### config.mk
export PLATFORM = sky130hd
export DESIGN_NAME = quiz_round_controller
export DESIGN_NICKNAME = d
export VERILOG_FILES = /design/src/rtl/quiz_round_controller.sv
export SDC_FILE = /design/constraint.sdc
export NUM_CORES = 1
export LEC_CHECK = 0
export CAP_MARGIN = 20
export CORE_ASPECT_RATIO = 0.8
export CORE_MARGIN = 1.5
export CORE_UTILIZATION = 55
export DETAILED_ROUTE_END_ITERATION = 10
export PLACE_DENSITY_LB_ADDON = 0.08
export SLEW_MARGIN = 0
export SYNTH_ARGS = -nofsm -noshare
export SYNTH_HDL_FRONTEND = slang
export SYNTH_SLANG_ARGS = --single-unit
export TNS_END_PERCENT = 10
### constraint.sdc
create_clock -name clk -period 3.11 [get_ports clk]
set_input_delay 0.622 -clock clk [delete_from_list [all_inputs] [get_ports clk]]
set_output_delay 0.622 -clock clk [all_outputs]
set_load 0.01 [all_outputs]
### src/rtl/quiz_round_controller.sv
// quiz_round_controller: question timer, scoring and reveal sequencing for one quiz round.
//
// state   | meaning
// IDLE    | waiting for start after reset
// ASK     | selector enabled, question timer counting down once per tick
// REVEAL  | verdict shown; seconds_left==0 here marks a timeout, reload follows next cycle
// DONE    | round finished; score, question_index and verdict held until next start
module quiz_round_controller #(
  parameter int NUM_QUESTIONS = 8,
  parameter int TICK_DIV      = 100_000_000,
  parameter int TIME_LIMIT    = 10,
  parameter int REVEAL_TIME   = 2
) (
  input  logic       clk,
  input  logic       reset,
  input  logic       start,
  input  logic       answer_valid,
  input  logic [2:0] answer_code,
  input  logic [2:0] correct_code,
  output logic [2:0] question_index,
  output logic       selector_enable,
  output logic [3:0] seconds_left,
  output logic [3:0] score,
  output logic       result_valid,
  output logic       result_correct,
  output logic       game_over
);

  localparam int TW = (TICK_DIV > 1) ? $clog2(TICK_DIV) : 1;

  localparam logic [1:0] S_IDLE   = 2'd0;
  localparam logic [1:0] S_ASK    = 2'd1;
  localparam logic [1:0] S_REVEAL = 2'd2;
  localparam logic [1:0] S_DONE   = 2'd3;

  localparam logic [TW-1:0] TICK_LAST = TW'(TICK_DIV - 1);
  localparam logic [TW-1:0] TICK_ONE  = TW'(1);
  localparam logic [3:0]    TL        = 4'(TIME_LIMIT);
  localparam logic [3:0]    RT        = 4'(REVEAL_TIME);
  localparam logic [2:0]    LAST_Q    = 3'(NUM_QUESTIONS - 1);

  logic [1:0]    state;
  logic [TW-1:0] tick_cnt;
  logic          tick;
  logic          answered;
  logic          hit;

  // tick_cnt is held at zero outside ASK/REVEAL, so tick cannot fire there
  assign tick     = (tick_cnt == TICK_LAST);
  assign answered = answer_valid && (answer_code != 3'd0);
  assign hit      = (answer_code == correct_code);

  // Round sequencing, one-second timebase and all registered outputs
  always_ff @(posedge clk) begin
    if (reset) begin
      state           <= S_IDLE;
      tick_cnt        <= '0;
      question_index  <= 3'd0;
      selector_enable <= 1'b0;
      seconds_left    <= 4'd0;
      score           <= 4'd0;
      result_valid    <= 1'b0;
      result_correct  <= 1'b0;
      game_over       <= 1'b0;
    end else begin
      if (state == S_ASK || state == S_REVEAL)
        tick_cnt <= tick ? '0 : tick_cnt + TICK_ONE;

      case (state)
        S_IDLE, S_DONE: begin
          if (start) begin
            state           <= S_ASK;
            tick_cnt        <= '0;
            question_index  <= 3'd0;
            score           <= 4'd0;
            seconds_left    <= TL;
            selector_enable <= 1'b1;
            result_valid    <= 1'b0;
            result_correct  <= 1'b0;
            game_over       <= 1'b0;
          end
        end

        S_ASK: begin
          // an answer beats a simultaneous timeout tick
          if (answered) begin
            state           <= S_REVEAL;
            tick_cnt        <= '0;
            selector_enable <= 1'b0;
            result_valid    <= 1'b1;
            result_correct  <= hit;
            seconds_left    <= RT;
            if (hit && score != 4'd15)
              score <= score + 4'd1;
          end else if (tick) begin
            if (seconds_left <= 4'd1) begin
              state           <= S_REVEAL;
              tick_cnt        <= '0;
              selector_enable <= 1'b0;
              result_valid    <= 1'b1;
              result_correct  <= 1'b0;
              seconds_left    <= 4'd0;
            end else begin
              seconds_left <= seconds_left - 4'd1;
            end
          end
        end

        S_REVEAL: begin
          // after a timeout the expired 0 is shown for one cycle, then the reveal time loads
          if (seconds_left == 4'd0) begin
            seconds_left <= RT;
            tick_cnt     <= '0;
          end else if (tick) begin
            if (seconds_left == 4'd1) begin
              tick_cnt     <= '0;
              result_valid <= 1'b0;
              if (question_index >= LAST_Q) begin
                state        <= S_DONE;
                seconds_left <= 4'd0;
                game_over    <= 1'b1;
              end else begin
                state           <= S_ASK;
                question_index  <= question_index + 3'd1;
                seconds_left    <= TL;
                selector_enable <= 1'b1;
              end
            end else begin
              seconds_left <= seconds_left - 4'd1;
            end
          end
        end

        default: state <= S_IDLE;
      endcase
    end
  end

endmodule

# ---- Word-level counts from Yosys, hierarchy flattened
# Index checks and enable logic that the tools add are counted.
dict set report totals {
  out_inout_bits 15
  wordCells 111
  reg_bits 44
  input_bits 10
}
dict set report op_classes {
  eq_ne 18
  reduce_logical 16
  n_mux 62
  addsub 4
  order_cmp 2
}
# cell n
set op_table {}
lappend op_table {{27-bit 2-to-1 mux} 9}
lappend op_table {{27-bit one-hot mux with 3 select lines} 1}
lappend op_table {{4-bit 2-to-1 mux} 11}
lappend op_table {{27-bit by 1-bit adder with 27-bit output, second input constant} 1}
lappend op_table {{27-bit == test, second input constant} 1}
lappend op_table {{1-bit 2-to-1 mux} 20}
lappend op_table {{6-bit AND reduction} 3}
lappend op_table {{2-bit 2-to-1 mux} 8}
lappend op_table {{3-bit 2-to-1 mux} 5}
lappend op_table {{4-bit one-hot mux with 3 select lines} 1}
lappend op_table {{2-bit != test, second input constant} 5}
lappend op_table {{4-bit one-hot mux with 2 select lines} 1}
lappend op_table {{4-bit AND reduction} 2}
lappend op_table {{7-bit AND reduction} 1}
lappend op_table {{2-bit by 1-bit != test with 1-bit output, second input constant} 3}
lappend op_table {{3-bit by 2-bit != test with 1-bit output, second input constant} 2}
lappend op_table {{1-bit one-hot mux with 3 select lines} 2}
lappend op_table {{2-bit one-hot mux with 3 select lines} 1}
lappend op_table {{3-bit one-hot mux with 2 select lines} 1}
lappend op_table {{4-bit by 1-bit adder with 4-bit output, second input constant} 1}
lappend op_table {{2-bit == test, second input constant} 2}
lappend op_table {{4-bit by 1-bit == test with 1-bit output, second input constant} 1}
lappend op_table {{4-bit by 1-bit <= comparator with 1-bit output, second input constant} 1}
lappend op_table {{4-bit logical NOT} 1}
lappend op_table {{15 further kinds} 18}

# ---- Depth between registers and ports, before layout
dict set report depth {
  ltp_word 7
  depth_mapped 8
  ltp_nobuf 7
}

# ---- Worst setup path after synthesis
# No wires, ideal clock.
dict set report synth_path {
  path_kind {flip-flop to flip-flop}
  startpoint {register tick_cnt[14]}
  endpoint {register state[0]}
  stages_incl_launch_ff 6
  setup_ns 0.121
  slack_ns 0.787
  arrival_ns 2.202
  t_required_ns 2.989
  n_path_buf 0
  period_less_slack_ns 2.323
  cell_sequence {dfxtp_1 -> nand4_2 -> or4_1 -> or4_4 -> a221oi_4 -> mux2_2}
}
dict set report synth_between {
  elab_chain_cells 3
  elab_cells_between_ends 4
  cone_classes {eq/ne: 3; reduce/logical: 1}
}
# element line_no
set synth_lines {}
lappend synth_lines {{start, declared} 43} ;# logic [TW-1:0] tick_cnt;
lappend synth_lines {{start signal, assigned} 67} ;# tick_cnt <= tick ? '0 : tick_cnt + TICK_ONE;
lappend synth_lines {{27-bit == test *} 49} ;# assign tick = (tick_cnt == TICK_LAST);
lappend synth_lines {{3-bit != test (no line) or 2-bit != test (tied branches)} n/a}
lappend synth_lines {{6-bit AND reduction (no line) *} n/a}
lappend synth_lines {{end signal, assigned} 56} ;# state <= S_IDLE;
lappend synth_lines {{end signal, assigned} 72} ;# state <= S_ASK;
lappend synth_lines {{end signal, assigned} 87} ;# state <= S_REVEAL;
lappend synth_lines {{end, declared} 42} ;# logic [1:0] state;
# Mark *: on every way between the ends. The rest lies on a longest branch, timed or not.
# A chain may end at the register's enable or synchronous reset.

# ---- Worst setup path after layout
dict set report layout_path {
  startpoint {register seconds_left[0]}
  endpoint {register state[0]}
}
dict set report layout_between {
  elab_chain_cells 3
  elab_cells_between_ends 7
  cone_classes {order compare: 1; eq/ne: 4; reduce/logical: 2}
}
# element line_no
set layout_lines {}
lappend layout_lines {{start, declared} 22} ;# output logic [3:0] seconds_left,
lappend layout_lines {{start signal, assigned} 104} ;# seconds_left <= seconds_left - 4'd1;
lappend layout_lines {{start signal, assigned} 129} ;# seconds_left <= seconds_left - 4'd1;
lappend layout_lines {{4-bit by 1-bit <= comparator with 1-bit output, or another cell as far along} 96} ;# if (seconds_left <= 4'd1) begin
lappend layout_lines {{3-bit by 2-bit != test with 1-bit output (no line), or another cell as far along} n/a}
lappend layout_lines {{6-bit AND reduction (no line) *} n/a}
lappend layout_lines {{end signal, assigned} 87}
lappend layout_lines {{end signal, assigned} 97} ;# state <= S_REVEAL;
lappend layout_lines {{end signal, assigned} 119} ;# state <= S_DONE;
# Marks and branches as above.

==> tab_implementation.tex <==
\begin{tabular}{lr}
\hline
Metric & Value \\
\hline
\multicolumn{2}{l}{\textbf{Clock tree}} \\
\quad Longest Clk Path Bufs & 2 \\
\quad Gates resized, CTS repair & 0 \\
\quad Count of buffers added by post-CTS timing repair for setup & 0 \\
\quad Quantity of hold-fixing buffers added after cts & 0 \\
\quad Number of sinks driven by the clock tree & 44 \\
\quad Clock input transition at the sequential cells of the worst setup and hold paths & 0.08 ns \\
\quad Clock Root Buffer & clkbuf\_8 \\
\quad CTS HTree Levels & 2 \\
\quad Number of buffers inserted during clock tree synthesis & 5 \\
\quad CTS tree & yes \\
\quad Worst skew pair latency & 0.29 ns \\
\multicolumn{2}{l}{\textbf{Yosys}} \\
\quad Synth Net Count & 316 \\
\quad Proportion of netlist area held by the largest area contributor & 35.8\% \\
\quad Ys async rst share & 0\% \\
\quad Average cell area after synthesis & 8.33 sq um \\
\quad Sequential element share of the synthesized area & 35.8\% \\
\quad Top cell type by total area after synthesis & dfxtp\_1 \\
\quad Number of enable-type register cells in the synthesized netlist & 0 \\
\quad Netlist Area Pre-Place & 0.00246 sq mm \\
\quad Top area cells in the synthesized netlist & dfxtp\_1, xnor2\_1, nor2\_1 \\
\quad Synth Warn \# & 0 \\
\quad Distinct cells, synth & 47 \\
\quad Most instantiated flip-flop cell in the synthesis netlist & dfxtp\_1 \\
\quad Number of standard cells after synthesis & 295 \\
\quad Leading cell types by count after synthesis & dfxtp\_1, nor2\_1, xnor2\_1 \\
\quad Most frequent cell after synthesis & dfxtp\_1 \\
\quad Seq cells post-synth & 44 \\
\multicolumn{2}{l}{\textbf{Global route}} \\
\quad Overflow after GRT & 0 \\
\quad Initial antenna violation count & 0 \\
\quad Combined global-route utilization of all metal layers & 24.0\% \\
\quad Pin count of the biggest net entering global routing & 26 \\
\quad Wire length of the first global-routing pass & 9460 um \\
\quad Number of global-route vias before repair & 2,074 \\
\multicolumn{2}{l}{\textbf{Pwr}} \\
\quad Cell Pwr Density & 547 mW/mm\^{}2 \\
\quad Leakage component of the power & 0.953 nW \\
\quad Max VDD drop & 0.299 mV \\
\multicolumn{2}{l}{\textbf{Timing}} \\
\quad Period utilisation layout & 81.3\% \\
\quad Slew margin rel. & 61.6\% \\
\quad Unrepaired setup endpoints after global routing & no \\
\quad Final Setup Violations & 0 \\
\quad Post-route clock skew & 0.00820 ns \\
\quad Max Slew Vio Count & 0 \\
\quad Aggregate negative setup slack & 0 ns \\
\quad Slew at the pin closest to its max-slew limit & 0.568 ns \\
\quad Final Hold Fails & 0 \\
\quad Final Worst Setup Slack & 0.580 ns \\
\quad Max Freq & 0.395 GHz \\
\quad Clock period minus final worst setup slack & 2.53 ns \\
\multicolumn{2}{l}{\textbf{Place}} \\
\quad DP Worst Slack & 0.486 ns \\
\quad Count of placed standard cells including taps & 372 \\
\quad Area after detailed placement & 0.00277 sq mm \\
\quad Final estimated routing congestion in global placement & 0.877 \\
\quad Total half-perimeter wirelength after legalization and detailed placement & 3840 um \\
\quad Port-buffer cells & 24 \\
\multicolumn{2}{l}{\textbf{Routing}} \\
\quad Residual DRC & 0 \\
\quad Post-route antenna net violation count & 0 \\
\quad Via count & 2,170 \\
\quad Vias per cell & 5.71 \\
\quad Drt first pass iters & 4 \\
\quad Drt initial violations & 164 \\
\quad Drt total wl & 5280 um \\
\quad Detailed-route wire length per cell & 13.9 um \\
\multicolumn{2}{l}{\textbf{Die}} \\
\quad Total I/O pin count & 25 \\
\quad Total core area & 0.00423 sq mm \\
\quad Starting Density & 58.1\% \\
\quad Chip Height & 62.8 um \\
\quad Die Span X & 77.7 um \\
\quad Number of cell rows & 21 \\
\quad Total Die Area & 0.00488 sq mm \\
\multicolumn{2}{l}{\textbf{Setup path}} \\
\quad Highest net fanout along the worst path & 6 \\
\quad Crit path buffers/inverters & 1 \\
\quad Slowest stage cell, crit path & nor4b\_1 \\
\quad Peak per-stage delay on the critical path & 0.51 ns \\
\quad Flop-to-flop setup slack & 0.58 ns \\
\quad Crit-path cells & inv\_1 -> ha\_1 -> nor4b\_1 -> nand4\_1 -> a221oi\_4 -> mux2\_2 \\
\quad Arrival time of data at the critical path endpoint & 2.71 ns \\
\quad Critical path required time & 3.29 ns \\
\quad Kind of launch point of the worst setup path & flop \\
\quad Critical path start-end classification & flop to flop \\
\quad Type of element capturing the critical path & flop \\
\quad Kind of cell with the highest combined delay on the critical path & simple AND/OR/NAND/NOR gates \\
\multicolumn{2}{l}{\textbf{Layout}} \\
\quad Number of diodes & 0 \\
\quad Area growth syn-to-layout & 16.5\% \\
\quad Proportion of layout cells with a drive suffix above 1 & 7.12\% \\
\quad Non-filler cells, final & 380 \\
\quad Final layout net count & 343 \\
\quad Post-Layout Inst Area & 0.00286 sq mm \\
\multicolumn{2}{l}{\textbf{Worst hold path}} \\
\quad Hold crit path type & flop to flop \\
\multicolumn{2}{l}{\textbf{Job}} \\
\quad Number of max-cap violations & 0 \\
\multicolumn{2}{l}{\textbf{Outcome}} \\
\quad Run status & completed \\
\hline
\end{tabular}
sequential cells by signal, indices dropped and copies added (netlist names):
register,count
selector_enable,1
result_valid,1
score,4
state,2
question_index,3
seconds_left,4
tick_cnt,27
game_over,1
result_correct,1
cells by family (layout without fill, tap and decap cells):
group	after synthesis	in the layout	share of synthesized area, %
AO/OA/AOI/OAI	45	45	12.8
XOR/XNOR	30	30	10.7
adder cells (fa/ha/maj)	11	11	5.60
buffers and inverters	23	51	3.62
flip-flops	44	44	35.8
multiplexers	6	6	2.65
AND/OR/NAND/NOR	136	136	28.8
through the flow:
step	power [W]	utilization (%)	hold WS [ns]
after floorplan	0.00103	-	0.453
after global placement	0.00119	65.6	0.467
after detailed placement	0.00120	65.6	0.467
after CTS	0.00157	67.7	0.483
after global routing	0.00167	67.7	0.533
final	0.00157	67.7	0.476
worst paths after layout:
kind / start / end / cells after the start
worst min register to register: result_correct$_SDFFE_PP0P_ / result_correct$_SDFFE_PP0P_ / 2
worst min-delay path: result_correct$_SDFFE_PP0P_ / result_correct$_SDFFE_PP0P_ / 2
worst max-delay path: seconds_left[0]$_SDFFE_PP0P_ / state[0]$_SDFFE_PP0P_ / 6
worst max register to register: seconds_left[0]$_SDFFE_PP0P_ / state[0]$_SDFFE_PP0P_ / 6
power by group:
| part | total, W | switching, W | internal [W] |
|---|---|---|---|
| Combinational | 0.000552 | 0.000304 | 0.000248 |
| Clock | 0.000366 | 0.000185 | 0.000181 |
| Sequential | 0.000647 | 0.0000433 | 0.000604 |
worst register-to-register path, delay by kind of cell (launching register included):
kind / cells / cell delay (ns)
fa+ha+maj: 1 / 0.25
buf+inv: 1 / 0.09
mux: 1 / 0.38
compound gates: 1 / 0.44
flops: 1 / 0.43
simple gates: 2 / 0.83
routing by layer:
| layer | GRT usage (%) | vias to the layer above | part of all wire, % |
|---|---|---|---|
| met2 | 34.5 | 52 | 42 |
| met3 | 4.67 | 5 | 4.6 |
| met5 | 0 | - | 0 |
| li1 | - | 1100 | - |
| met1 | 35.6 | 1013 | 53 |
| met4 | 8.18 | 0 | 0.76 |
cell usage in the layout, fill, tap and decap left out, drive strengths merged, types with 2 or more instances in the layout:
master and count:
nand2b 6, and2 3, and3 2, nand4 6, a22o 2, buf 6, nand4b 2, o21ai 12
a31oi 4, nor4b 4, mux2i 2, clkdlybuf4s50 24, nand3 13, xnor2 23, nor4 9, or4 5
inv 13, ha 11, clkbuf 8, mux2 4, o21a 2, nor2b 3, or3 3, a22oi 3
a211oi 3, dfxtp 44, xor2 7, nor3 13, nor2 43, nand2 20, a21oi 9
area by class of cell:
cell class                      count  area (sq um)
Multi-Input combinational cell    228          1490
Tap cell                           57          71.3
Sequential cell                    44           881
Timing Repair Buffer               30           285
Inverter                           13          48.8
Fill cell                         357          1370
Clock buffer                        8          90.1
Note: power is estimated with default switching activity, not from simulation.
